==> src/rtl/ami_wcmd_split_if.sv <==
// rtl/ami_wcmd_split_if.sv - AW/B channel bundle between the write-command splitter and the AXI master
//
// Purpose: carries the user-side AXI write-address and write-response channels.
// Ports (signals):
//   usr_awid/usr_awaddr/usr_awlen/usr_awsize/usr_awburst : burst request fields
//   usr_awvalid/usr_awready                              : AW handshake
//   usr_bid/usr_bresp/usr_bvalid/usr_bready              : write response channel
// Modports: master = splitter side (drives AW, accepts B), slave = AXI master side.
interface ami_wcmd_split_if #(
  parameter int AXI_AW = 32,
  parameter int AXI_IW = 8,
  parameter int AXI_LW = 8,
  parameter int AXI_SW = 3
);
  logic [AXI_IW-1:0] usr_awid;
  logic [AXI_AW-1:0] usr_awaddr;
  logic [AXI_LW-1:0] usr_awlen;
  logic [AXI_SW-1:0] usr_awsize;
  logic [1:0]        usr_awburst;
  logic              usr_awvalid;
  logic              usr_awready;
  logic [AXI_IW-1:0] usr_bid;
  logic [1:0]        usr_bresp;
  logic              usr_bvalid;
  logic              usr_bready;

  modport master (
    output usr_awid, usr_awaddr, usr_awlen, usr_awsize, usr_awburst, usr_awvalid,
    input  usr_awready,
    input  usr_bid, usr_bresp, usr_bvalid,
    output usr_bready
  );

  modport slave (
    input  usr_awid, usr_awaddr, usr_awlen, usr_awsize, usr_awburst, usr_awvalid,
    output usr_awready,
    output usr_bid, usr_bresp, usr_bvalid,
    input  usr_bready
  );
endinterface

==> src/rtl/ami_wcmd_split.sv <==
// rtl/ami_wcmd_split.sv - splits one write command into 4 KB-safe INCR bursts and aggregates B responses
//
// Purpose: accepts a (start address, beat count) command, issues INCR bursts capped at
// MAX_BEATS and at the next 4 KB boundary, keeps at most MAX_OD bursts outstanding,
// and reports a single completion with an OR of all B error responses.
// Ports:
//   usr_clk, usr_reset_n         : clock, asynchronous active-low reset
//   cmd_id/cmd_addr/cmd_beats    : command fields, cmd_valid/cmd_ready handshake
//   axi (master modport)         : usr_aw* request channel and usr_b* response channel
//   done_valid/done_err          : one-cycle completion pulse and aggregated error
//   busy                         : high whenever the FSM is not idle
module ami_wcmd_split #(
  parameter int AXI_DW    = 128,
  parameter int AXI_AW    = 32,
  parameter int AXI_IW    = 8,
  parameter int AXI_LW    = 8,
  parameter int AXI_SW    = 3,
  parameter int MAX_BEATS = 256,
  parameter int MAX_OD    = 4,
  parameter int CNTW      = 24
) (
  input  logic                usr_clk,
  input  logic                usr_reset_n,
  input  logic [AXI_IW-1:0]   cmd_id,
  input  logic [AXI_AW-1:0]   cmd_addr,
  input  logic [CNTW-1:0]     cmd_beats,
  input  logic                cmd_valid,
  output logic                cmd_ready,
  ami_wcmd_split_if.master    axi,
  output logic                done_valid,
  output logic                done_err,
  output logic                busy
);

  localparam int BYTES = AXI_DW / 8;
  localparam int SIZE  = $clog2(BYTES);

  typedef enum logic [1:0] {IDLE, ISSUE, WAIT_B, DONE} state_t;

  state_t            state_q, state_d;
  logic [AXI_IW-1:0] id_q;
  logic [AXI_AW-1:0] addr_q;
  logic [AXI_LW-1:0] len_q;
  logic [AXI_SW-1:0] size_q;
  logic [CNTW-1:0]   rem_q;
  logic [CNTW-1:0]   issued_q;
  logic [CNTW-1:0]   received_q;
  logic              err_q;

  // Beats allowed from an address: bounded by what remains, MAX_BEATS and the
  // distance to the next 4 KB page. The page term uses 13 bits so a page-aligned
  // address yields the full 4096/BYTES.
  function automatic logic [CNTW-1:0] burst_beats(input logic [11:0] lo, input logic [CNTW-1:0] rem);
    logic [12:0]     room;
    logic [CNTW-1:0] cap;
    room = (13'd4096 - {1'b0, lo}) >> SIZE;
    cap  = CNTW'(room);
    if (cap > CNTW'(MAX_BEATS)) cap = CNTW'(MAX_BEATS);
    return (rem < cap) ? rem : cap;
  endfunction

  function automatic logic [AXI_LW-1:0] to_len(input logic [CNTW-1:0] beats);
    return AXI_LW'(beats - CNTW'(1));
  endfunction

  logic              aw_fire, b_fire, od_ok;
  logic [CNTW-1:0]   cur_beats, next_rem, next_beats, first_beats;
  logic [AXI_AW-1:0] next_addr, cmd_aligned;
  logic              unused_bid;

  assign aw_fire     = axi.usr_awvalid & axi.usr_awready;
  assign b_fire      = axi.usr_bvalid & axi.usr_bready;
  // Registered counts only, so an AW and a B in the same cycle can never push
  // the outstanding count past MAX_OD.
  assign od_ok       = (issued_q - received_q) < CNTW'(MAX_OD);
  assign cur_beats   = CNTW'(len_q) + CNTW'(1);
  assign next_addr   = addr_q + (AXI_AW'(cur_beats) << SIZE);
  assign next_rem    = rem_q - cur_beats;
  assign next_beats  = burst_beats(next_addr[11:0], next_rem);
  assign cmd_aligned = cmd_addr & ~AXI_AW'(BYTES - 1);
  assign first_beats = burst_beats(cmd_aligned[11:0], cmd_beats);
  assign unused_bid  = ^axi.usr_bid;

  // State register
  always_ff @(posedge usr_clk or negedge usr_reset_n) begin
    if (!usr_reset_n) state_q <= IDLE;
    else              state_q <= state_d;
  end

  // Next-state logic
  always_comb begin
    state_d = state_q;
    unique case (state_q)
      IDLE:    if (cmd_valid) state_d = (cmd_beats == '0) ? DONE : ISSUE;
      ISSUE:   if (aw_fire && next_rem == '0) state_d = WAIT_B;
      WAIT_B:  if (received_q == issued_q) state_d = DONE;
      DONE:    state_d = IDLE;
      default: state_d = IDLE;
    endcase
  end

  // Output logic; usr_awvalid is decoded from the state register so reset drops it at once
  always_comb begin
    cmd_ready       = 1'b0;
    busy            = 1'b1;
    axi.usr_awvalid = 1'b0;
    axi.usr_bready  = 1'b0;
    done_valid      = 1'b0;
    done_err        = 1'b0;
    unique case (state_q)
      IDLE: begin
        cmd_ready = 1'b1;
        busy      = 1'b0;
      end
      ISSUE: begin
        axi.usr_awvalid = od_ok;
        axi.usr_bready  = 1'b1;
      end
      WAIT_B: axi.usr_bready = 1'b1;
      DONE: begin
        done_valid = 1'b1;
        done_err   = err_q;
      end
      default: busy = 1'b1;
    endcase
  end

  // Datapath: the next burst's length is computed at the handshake that retires
  // the current one, so the AW fields are already valid when usr_awvalid rises.
  always_ff @(posedge usr_clk or negedge usr_reset_n) begin
    if (!usr_reset_n) begin
      id_q       <= '0;
      addr_q     <= '0;
      len_q      <= '0;
      size_q     <= '0;
      rem_q      <= '0;
      issued_q   <= '0;
      received_q <= '0;
      err_q      <= 1'b0;
    end else begin
      if (state_q == IDLE && cmd_valid) begin
        id_q       <= cmd_id;
        addr_q     <= cmd_aligned;
        len_q      <= to_len(first_beats);
        size_q     <= AXI_SW'(SIZE);
        rem_q      <= cmd_beats;
        issued_q   <= '0;
        received_q <= '0;
        err_q      <= 1'b0;
      end
      if (aw_fire) begin
        addr_q   <= next_addr;
        rem_q    <= next_rem;
        len_q    <= to_len(next_beats);
        issued_q <= issued_q + CNTW'(1);
      end
      if (b_fire) begin
        received_q <= received_q + CNTW'(1);
        err_q      <= err_q | (axi.usr_bresp != 2'b00);
      end
    end
  end

  assign axi.usr_awid    = id_q;
  assign axi.usr_awaddr  = addr_q;
  assign axi.usr_awlen   = len_q;
  assign axi.usr_awsize  = size_q;
  assign axi.usr_awburst = 2'b01;

endmodule

==> src/flat_wrapper.sv <==
// flat-port wrapper written by rule: the top's interface ports become plain ports
module ami_wcmd_split_flat 
#(
  parameter int AXI_DW    = 128,
  parameter int AXI_AW    = 32,
  parameter int AXI_IW    = 8,
  parameter int AXI_LW    = 8,
  parameter int AXI_SW    = 3,
  parameter int MAX_BEATS = 256,
  parameter int MAX_OD    = 4,
  parameter int CNTW      = 24
)
  (usr_clk, usr_reset_n, cmd_id, cmd_addr, cmd_beats, cmd_valid, cmd_ready, done_valid, done_err, busy, axi_usr_awid, axi_usr_awaddr, axi_usr_awlen, axi_usr_awsize, axi_usr_awburst, axi_usr_awvalid, axi_usr_awready, axi_usr_bid, axi_usr_bresp, axi_usr_bvalid, axi_usr_bready);
  ami_wcmd_split_if #(.AXI_AW(AXI_AW), .AXI_IW(AXI_IW), .AXI_LW(AXI_LW), .AXI_SW(AXI_SW)) axi_i ();
  input  logic usr_clk;
  input  logic usr_reset_n;
  input  logic [AXI_IW-1:0] cmd_id;
  input  logic [AXI_AW-1:0] cmd_addr;
  input  logic [CNTW-1:0] cmd_beats;
  input  logic cmd_valid;
  output logic cmd_ready;
  output logic done_valid;
  output logic done_err;
  output logic busy;
  output wire logic [$bits(axi_i.usr_awid)-1:0] axi_usr_awid;
  output wire logic [$bits(axi_i.usr_awaddr)-1:0] axi_usr_awaddr;
  output wire logic [$bits(axi_i.usr_awlen)-1:0] axi_usr_awlen;
  output wire logic [$bits(axi_i.usr_awsize)-1:0] axi_usr_awsize;
  output wire logic [$bits(axi_i.usr_awburst)-1:0] axi_usr_awburst;
  output wire logic [$bits(axi_i.usr_awvalid)-1:0] axi_usr_awvalid;
  input wire logic [$bits(axi_i.usr_awready)-1:0] axi_usr_awready;
  input wire logic [$bits(axi_i.usr_bid)-1:0] axi_usr_bid;
  input wire logic [$bits(axi_i.usr_bresp)-1:0] axi_usr_bresp;
  input wire logic [$bits(axi_i.usr_bvalid)-1:0] axi_usr_bvalid;
  output wire logic [$bits(axi_i.usr_bready)-1:0] axi_usr_bready;
  assign axi_usr_awid = axi_i.usr_awid;
  assign axi_usr_awaddr = axi_i.usr_awaddr;
  assign axi_usr_awlen = axi_i.usr_awlen;
  assign axi_usr_awsize = axi_i.usr_awsize;
  assign axi_usr_awburst = axi_i.usr_awburst;
  assign axi_usr_awvalid = axi_i.usr_awvalid;
  assign axi_i.usr_awready = axi_usr_awready;
  assign axi_i.usr_bid = axi_usr_bid;
  assign axi_i.usr_bresp = axi_usr_bresp;
  assign axi_i.usr_bvalid = axi_usr_bvalid;
  assign axi_usr_bready = axi_i.usr_bready;
  ami_wcmd_split #(.AXI_DW(AXI_DW), .AXI_AW(AXI_AW), .AXI_IW(AXI_IW), .AXI_LW(AXI_LW), .AXI_SW(AXI_SW), .MAX_BEATS(MAX_BEATS), .MAX_OD(MAX_OD), .CNTW(CNTW)) u_core (.usr_clk(usr_clk), .usr_reset_n(usr_reset_n), .cmd_id(cmd_id), .cmd_addr(cmd_addr), .cmd_beats(cmd_beats), .cmd_valid(cmd_valid), .cmd_ready(cmd_ready), .axi(axi_i), .done_valid(done_valid), .done_err(done_err), .busy(busy));
endmodule
==> config.mk <==
export PLATFORM = sky130hd
export DESIGN_NAME = ami_wcmd_split_flat
export DESIGN_NICKNAME = d
export VERILOG_FILES = /design/src/rtl/ami_wcmd_split_if.sv /design/src/rtl/ami_wcmd_split.sv /design/src/flat_wrapper.sv
export SDC_FILE = /design/constraint.sdc
export NUM_CORES = 1
export LEC_CHECK = 0
export CAP_MARGIN = 20
export CORE_MARGIN = 8
export CORE_UTILIZATION = 60
export CTS_BUF_LIST = sky130_fd_sc_hd__clkbuf_8
export DETAILED_ROUTE_END_ITERATION = 16
export DONT_BUFFER_PORTS = 1
export PLACE_DENSITY_LB_ADDON = 0.12
export SYNTH_ARGS = -nofsm -noshare
export SYNTH_HDL_FRONTEND = slang
export SYNTH_SLANG_ARGS = --single-unit
==> constraint.sdc <==
create_clock -name usr_clk -period 9.7 [get_ports usr_clk]
set_input_delay 1.455 -clock usr_clk [delete_from_list [all_inputs] [get_ports usr_clk]]
set_output_delay 1.455 -clock usr_clk [all_outputs]
set_load 0.05 [all_outputs]
== Word-level counts from Yosys, hierarchy flattened ==
Cells that the tools add are included.

* Input port bits: 79
* Register bits: 124
* Output and inout port bits: 59
* Logic and storage cells: 70

* Reduce and logical (&&, ||, !) cells: 10
* Add/subtract/negate cells: 10
* Eq/ne operators: 7
* Mux-type cells: 26
* Bitwise gates (word level): 3
* $lt $le $gt $ge: 5

{| class="wikitable"
|+ Operators by type and width
! operator !! number
|-
| two-way mux 24 bit || 5
|-
| two-way mux 32 bit || 2
|-
| adder 24 x 1 -> 24 bit, second input constant || 2
|-
| logical NOT 24 bit || 2
|-
| less-than comparator 24 x 9 -> 1 bit || 2
|-
| adder 32 x 28 -> 32 bit || 1
|-
| two-way mux 8 bit || 4
|-
| subtractor 13 x 12 -> 13 bit, first input constant || 2
|-
| == test 24 bit || 1
|-
| less-than comparator 24 x 3 -> 1 bit, second input constant || 1
|-
| subtractor 24 bit || 1
|-
| subtractor 24 x 9 -> 24 bit || 1
|-
| > comparator 9 bit, second input constant || 2
|-
| two-way mux 9 bit || 2
|-
| subtractor 8 x 1 -> 8 bit, second input constant || 2
|-
| adder 8 x 1 -> 9 bit, second input constant || 1
|-
| two-way mux 1 bit || 8
|-
| two-way mux 2 bit || 4
|-
| one-hot mux 2 bit (4 select lines) || 1
|-
| nonzero test 2 bit || 3
|-
| == test 2 bit, second input constant || 2
|-
| inequality test 2 x 1 -> 1 bit, second input constant || 2
|-
| AND reduction 3 bit || 1
|-
| AND 1 bit || 2
|-
| 6 further kinds || 7
|}

== Logic depth before layout (Yosys ltp) ==
* Depth in word-level cells: 9
* Depth in mapped cells: 27

== Worst setup path after synthesis ==
Ideal clock, no wire load.

* Path kind: register -> register
* From: register u_core.len_q[1], in the netlist u_core.axi.usr_awlen[1]
* To: register u_core.len_q[7], in the netlist u_core.axi.usr_awlen[7]
* Slack: 4168 ps
* Setup time: 120 ps
* Arrival: 5411 ps
* Required time: 9580 ps
* Cell stages (with the launch flop): 23
* Cell sequence: dfrtp_1 ha_1 fa_1 a211o_1 a2111o_1 o211ai_1 o2111ai_1 nor2_1 and2_1 nor2_1 inv_1 ha_1 a2111o_1 or4_1 o32ai_1 o311a_1 buf_6 mux2i_1 mux2i_1 and3_1 buf_6 a31o_2 o211a_1

* Cells in the longest elaborated chain, start to end: 9

{| class="wikitable"
|+ Ends and longest elaborated chain
! what !! RTL line !! text
|-
| start: declaration || ami_wcmd_split.sv:43 || <nowiki>logic [AXI_LW-1:0] len_q;</nowiki>
|-
| start signal: assignment || ami_wcmd_split.sv:144 || <nowiki>len_q <= to_len(first_beats);</nowiki>
|-
| start signal: assignment || ami_wcmd_split.sv:154 || <nowiki>len_q <= to_len(next_beats);</nowiki>
|-
| adder 8 x 1 -> 9 bit (*) || ami_wcmd_split.sv:76 || <nowiki>assign cur_beats = CNTW'(len_q) + CNTW'(1);</nowiki>
|-
| adder 32 x 28 -> 32 bit || ami_wcmd_split.sv:77 || <nowiki>assign next_addr = addr_q + (AXI_AW'(cur_beats) << SIZE);</nowiki>
|-
| subtractor 13 x 12 -> 13 bit || ami_wcmd_split.sv:56 || <nowiki>room = (13'd4096 - {1'b0, lo}) >> SIZE;</nowiki>
|-
| > comparator 9 bit || ami_wcmd_split.sv:58 || <nowiki>if (cap > CNTW'(MAX_BEATS)) cap = CNTW'(MAX_BEATS);</nowiki>
|-
| two-way mux 9 bit || ami_wcmd_split.sv:58 ||
|-
| less-than comparator 24 x 9 -> 1 bit || ami_wcmd_split.sv:59 || <nowiki>return (rem < cap) ? rem : cap;</nowiki>
|-
| two-way mux 8 bit (*) || ami_wcmd_split.sv:59 ||
|-
| subtractor 8 x 1 -> 8 bit (*) || ami_wcmd_split.sv:63 || <nowiki>return AXI_LW'(beats - CNTW'(1));</nowiki>
|-
| two-way mux 8 bit (*) || ami_wcmd_split.sv:151 || <nowiki>if (aw_fire) begin</nowiki>
|}

Mark *: on every way between the ends. The rest lies on a longest branch, timed or not.
A chain may end at the register's enable or synchronous reset.

== Worst setup path after layout ==
* From: register u_core.len_q[1], in the netlist u_core.axi.usr_awlen[1]
* To: register u_core.len_q[6], in the netlist u_core.axi.usr_awlen[6]

Same word-level chain as after synthesis.

==> implementation parameters <==
Parameter                              Value

Clocking
  Post-CTS setup buffer count    0
  Clk buf depth    2
  Clock buffers created by TritonCTS    17
  Number of sinks driven by the clock tree    120
  Post-cts resize count    0
  H-Tree Depth    4
  TritonCTS clock tree    yes
  Later-pin clock latency in the skew report    around 0.45 ns
  Quantity of hold-fixing buffers added after cts    0
  Root Buffer Master    clkbuf_8
  Clock Pin Slew Worst Setup and Hold Paths    around 0.070 ns

Finish
  Commonest non-fill, non-tap cells in the layout    nor2_1, o21ai_0, dfrtp_1
  Signed area change from the synthesized netlist to the final layout    4.84%
  Number of nets in the layout    roughly 1400
  Number of diodes added for antenna fixing    0
  Area of the multi-input gates    6460 um^2
  Most frequent standard cell in the layout excluding fill and tap cells    nor2_1
  Area of all sequential standard cells    around 3000 um^2
  Filler Cells Inserted    around 1500
  Fraction of final layout cells with drive strength greater than 1    about 5.8%

Timing
  Slew of the pin with the lowest slew margin    roughly 0.91 ns
  Share of the cycle needed by the critical path after routing    67.4%
  Fin Clk Skew    between 0.01 and 0.015 ns
  Final period demand of the worst path    between 6 and 7 ns
  Max-Slew Margin vs Limit    38.5%
  Accumulated negative setup slack    0 ns
  Unrepaired setup endpoints after global routing    false
  Achievable Freq    approximately 150 MHz
  Final number of setup-violating endpoints    0
  Slew Viols, Final    0
  Final hold violations    0

Floorplan
  Core area    16500 um^2
  Starting density of the core    61.0%
  Number of top-level pins    between 100 and 150
  Die footprint    about 21000 um^2
  Height of the chip    about 150 um
  Standard-cell rows    47
  Die outline width    around 150 um

Synth
  Post-synth top flop    dfrtp_1
  Post-synthesis instance total    1268
  Share of synthesized registers carrying an async set or reset    100%
  Synth area leader    dfrtp_1
  Number of flops mapped to enable cells by yosys    0
  Number of distinct standard cells referenced by the synthesized netlist    82
  Seq/Total Area, Yosys    29.9%
  Area share of the largest cell type after synthesis    ~30%
  Ranking of synthesized cells by area    dfrtp_1, ha_1, o21ai_0
  Synthesized cell area    10000 um^2
  Number of warnings printed during yosys synthesis    0
  Synthesized flop and latch total    120
  Mean cell area of the mapped netlist    around 8 um^2

Critical path
  Largest stage delay, worst path    ~0.76 ns
  Launch point of the worst reg-to-reg path    u_core.axi.usr_awlen[1]
  CP max stage cell    dfrtp_1
  Arrival time of data at the critical path endpoint    between 6 and 7 ns
  CP cell instances    ha_1 -> nand3_1 -> nor2_1 -> xor2_1 -> ha_1 -> or3_1 -> o211ai_1 -> o2111ai_1 -> nor2_1 -> and2_1 -> nor2_1 -> inv_1 -> ha_1 -> a2111o_1 -> or4_1 -> o32ai_1 -> o311a_1 -> mux2i_1 -> mux2i_1 -> ha_1 -> and2_1 -> a211o_1 -> nand3_2
  Required arrival time at the worst endpoint    10.08 ns
  Category of the critical setup timing path    flop to flop
  Critical Path Sink Type    flop
  Worst-path maximum fanout    9
  Delay-heaviest family, CP    simple AND/OR/NAND/NOR gates
  Buffering stage count on the worst path with inverters included    1
  Launching element type of the critical path    flop
  Launch point of the worst path    u_core.axi.usr_awlen[1]
  Most Frequent Cell on Critical Path    ha_1

Status
  Outcome    finished, final reports clean

Route
  Avg WL per Cell    approximately 19 um
  Number of nets with antenna violations after detailed routing    0
  Total via count in the routed design    9419
  Ratio of routed vias to standard cells    6.40
  Drc violations    0
  Number of search-and-repair iterations in the first detailed-routing pass    7
  Final WL    ~28 mm
  Iteration-0 DRC count of the detailed router    793

Power
  Cell Pwr Density    roughly 380 nW/um^2
  Max rail drop VDD    231 uV
  Pwr Total    3950 uW
  Reported leakage power    between 0.004 and 0.005 uW

Hold path
  Hold Crit Class    flop to flop
  Launch point of the worst hold path    u_core.err_q

Placed design
  Port-buffer cells    0
  DP HPWL    20.4 mm
  Global placer's final weighted congestion    ~0.96

Global route
  Remaining global-route overflow    0
  First-pass GRT wire length    45.6 mm
  Largest net degree at the start of global routing    121
  Number of global-route vias before repair    a little under 9000
  Overall global routing resource usage    around 26%
  Number of antenna violations at the first check in global routing    0

Flow run
  Max-capacitance violation count    0
-- Yosys cell counts, types with 5 or more instances --
cell / number
a31oi_1: 14
xor2_1: 21
nand3_1: 60
nand2_1: 95
o211a_1: 5
nand2b_1: 10
nor3_1: 36
a211oi_1: 13
inv_1: 81
o2111ai_1: 5
nor2b_1: 9
mux2_2: 15
buf_4: 8
o21ai_0: 121
mux2i_1: 35
nand4_1: 26
and2_1: 11
clkbuf_1: 36
ha_1: 68
o211ai_1: 12
buf_2: 10
o31ai_1: 11
nor4_1: 15
o21a_1: 22
o31a_1: 8
a21o_1: 13
dfrtp_1: 120
nand3b_1: 5
and3_1: 34
xnor2_1: 20
or3_1: 8
a21oi_1: 98
nor2_1: 141
-- cell type report --
class | instances | share of cell area [%]
inverters | 81 | 2.89
clock inverters | 11 | 1.22
well taps | 220 | 2.62
repair buffers | 8 | 0.571
multi-input cells | 1011 | 61.4
clock buffers | 21 | 2.75
flip-flops and latches | 120 | 28.5
-- logic make-up after synthesis --
kind of cell,synth area share (%)
AND/OR/NAND/NOR,23.1
AO/OA/AOI/OAI,23.2
multiplexers,5.17
other,0.0748
flip-flops,29.9
adder cells (fa/ha/maj),8.88
XOR/XNOR,3.58
buffers and inverters,6.01
-- per-stage QoR --
| step | hold WS [ns] | setup slack, ns | instance area (um^2) | utilization [%] | instances |
|---|---|---|---|---|---|
| after detailed placement | 0.459 | 3.25 | 10100 | 61.4 | 1440 |
| after global placement | 0.452 | 3.36 | 10100 | 61.4 | 1440 |
| after floorplan | 0.438 | 4.17 | 10100 | - | 1274 |
| final | 0.477 | 3.16 | 10500 | 63.9 | 1472 |
| after CTS | 0.481 | 3.26 | 10500 | 63.9 | 1472 |
| after global routing | 0.507 | 2.80 | 10500 | 63.9 | 1472 |
-- flip-flops by register name, indices dropped and copies added (netlist names) --
name / count
u_core.issued_q: 24
u_core.rem_q: 24
u_core.axi.usr_awlen: 8
u_core.axi.usr_awaddr: 28
u_core.received_q: 24
u_core.state_q: 2
u_core.axi.usr_awsize: 1
u_core.axi.usr_awid: 8
u_core.err_q: 1
-- per-layer routing --
layer  track usage (%)  part of all wire, %  routed length [um]
met5                 0                    0                   0
met4              9.73                  2.5                 697
met3              4.79                  5.7                1580
met2              44.4                   49               13700
met1              32.1                   42               11700
-- worst register-to-register path, cell delays in order, from the launching register on --
cell       delay [ns]
dfrtp_1          0.76
ha_1             0.32
nand3_1          0.17
nor2_1           0.24
xor2_1           0.33
ha_1             0.37
or3_1            0.34
o211ai_1         0.19
o2111ai_1        0.24
nor2_1           0.17
and2_1           0.19
nor2_1           0.08
inv_1            0.05
ha_1             0.23
a2111o_1         0.43
or4_1            0.49
o32ai_1          0.13
o311a_1          0.50
mux2i_1          0.29
mux2i_1          0.16
ha_1             0.25
and2_1           0.19
a211o_1          0.28
nand3_2          0.07
-- where the power goes --
group	leakage [uW]	switching (uW)	total [uW]	internal [uW]
logic	0.00301	1390	2310	923
clock network	0.000225	204	481	277
registers	0.00149	509	1160	651
-- path summary, 6_finish.rpt --
path	cells past startpoint	slack, ns	endpoint
min in group asynchronous	0	0.70	u_core.axi.usr_awid[3]
worst min register to register	2	0.48	u_core.err_q
worst min-delay path	2	0.48	u_core.err_q
worst max register to register	23	3.16	u_core.axi.usr_awlen[6]
worst max-delay path	23	3.16	u_core.axi.usr_awlen[6]
max in group asynchronous	0	8.79	u_core.issued_q[9]
Power figures use the tool's default switching activity.
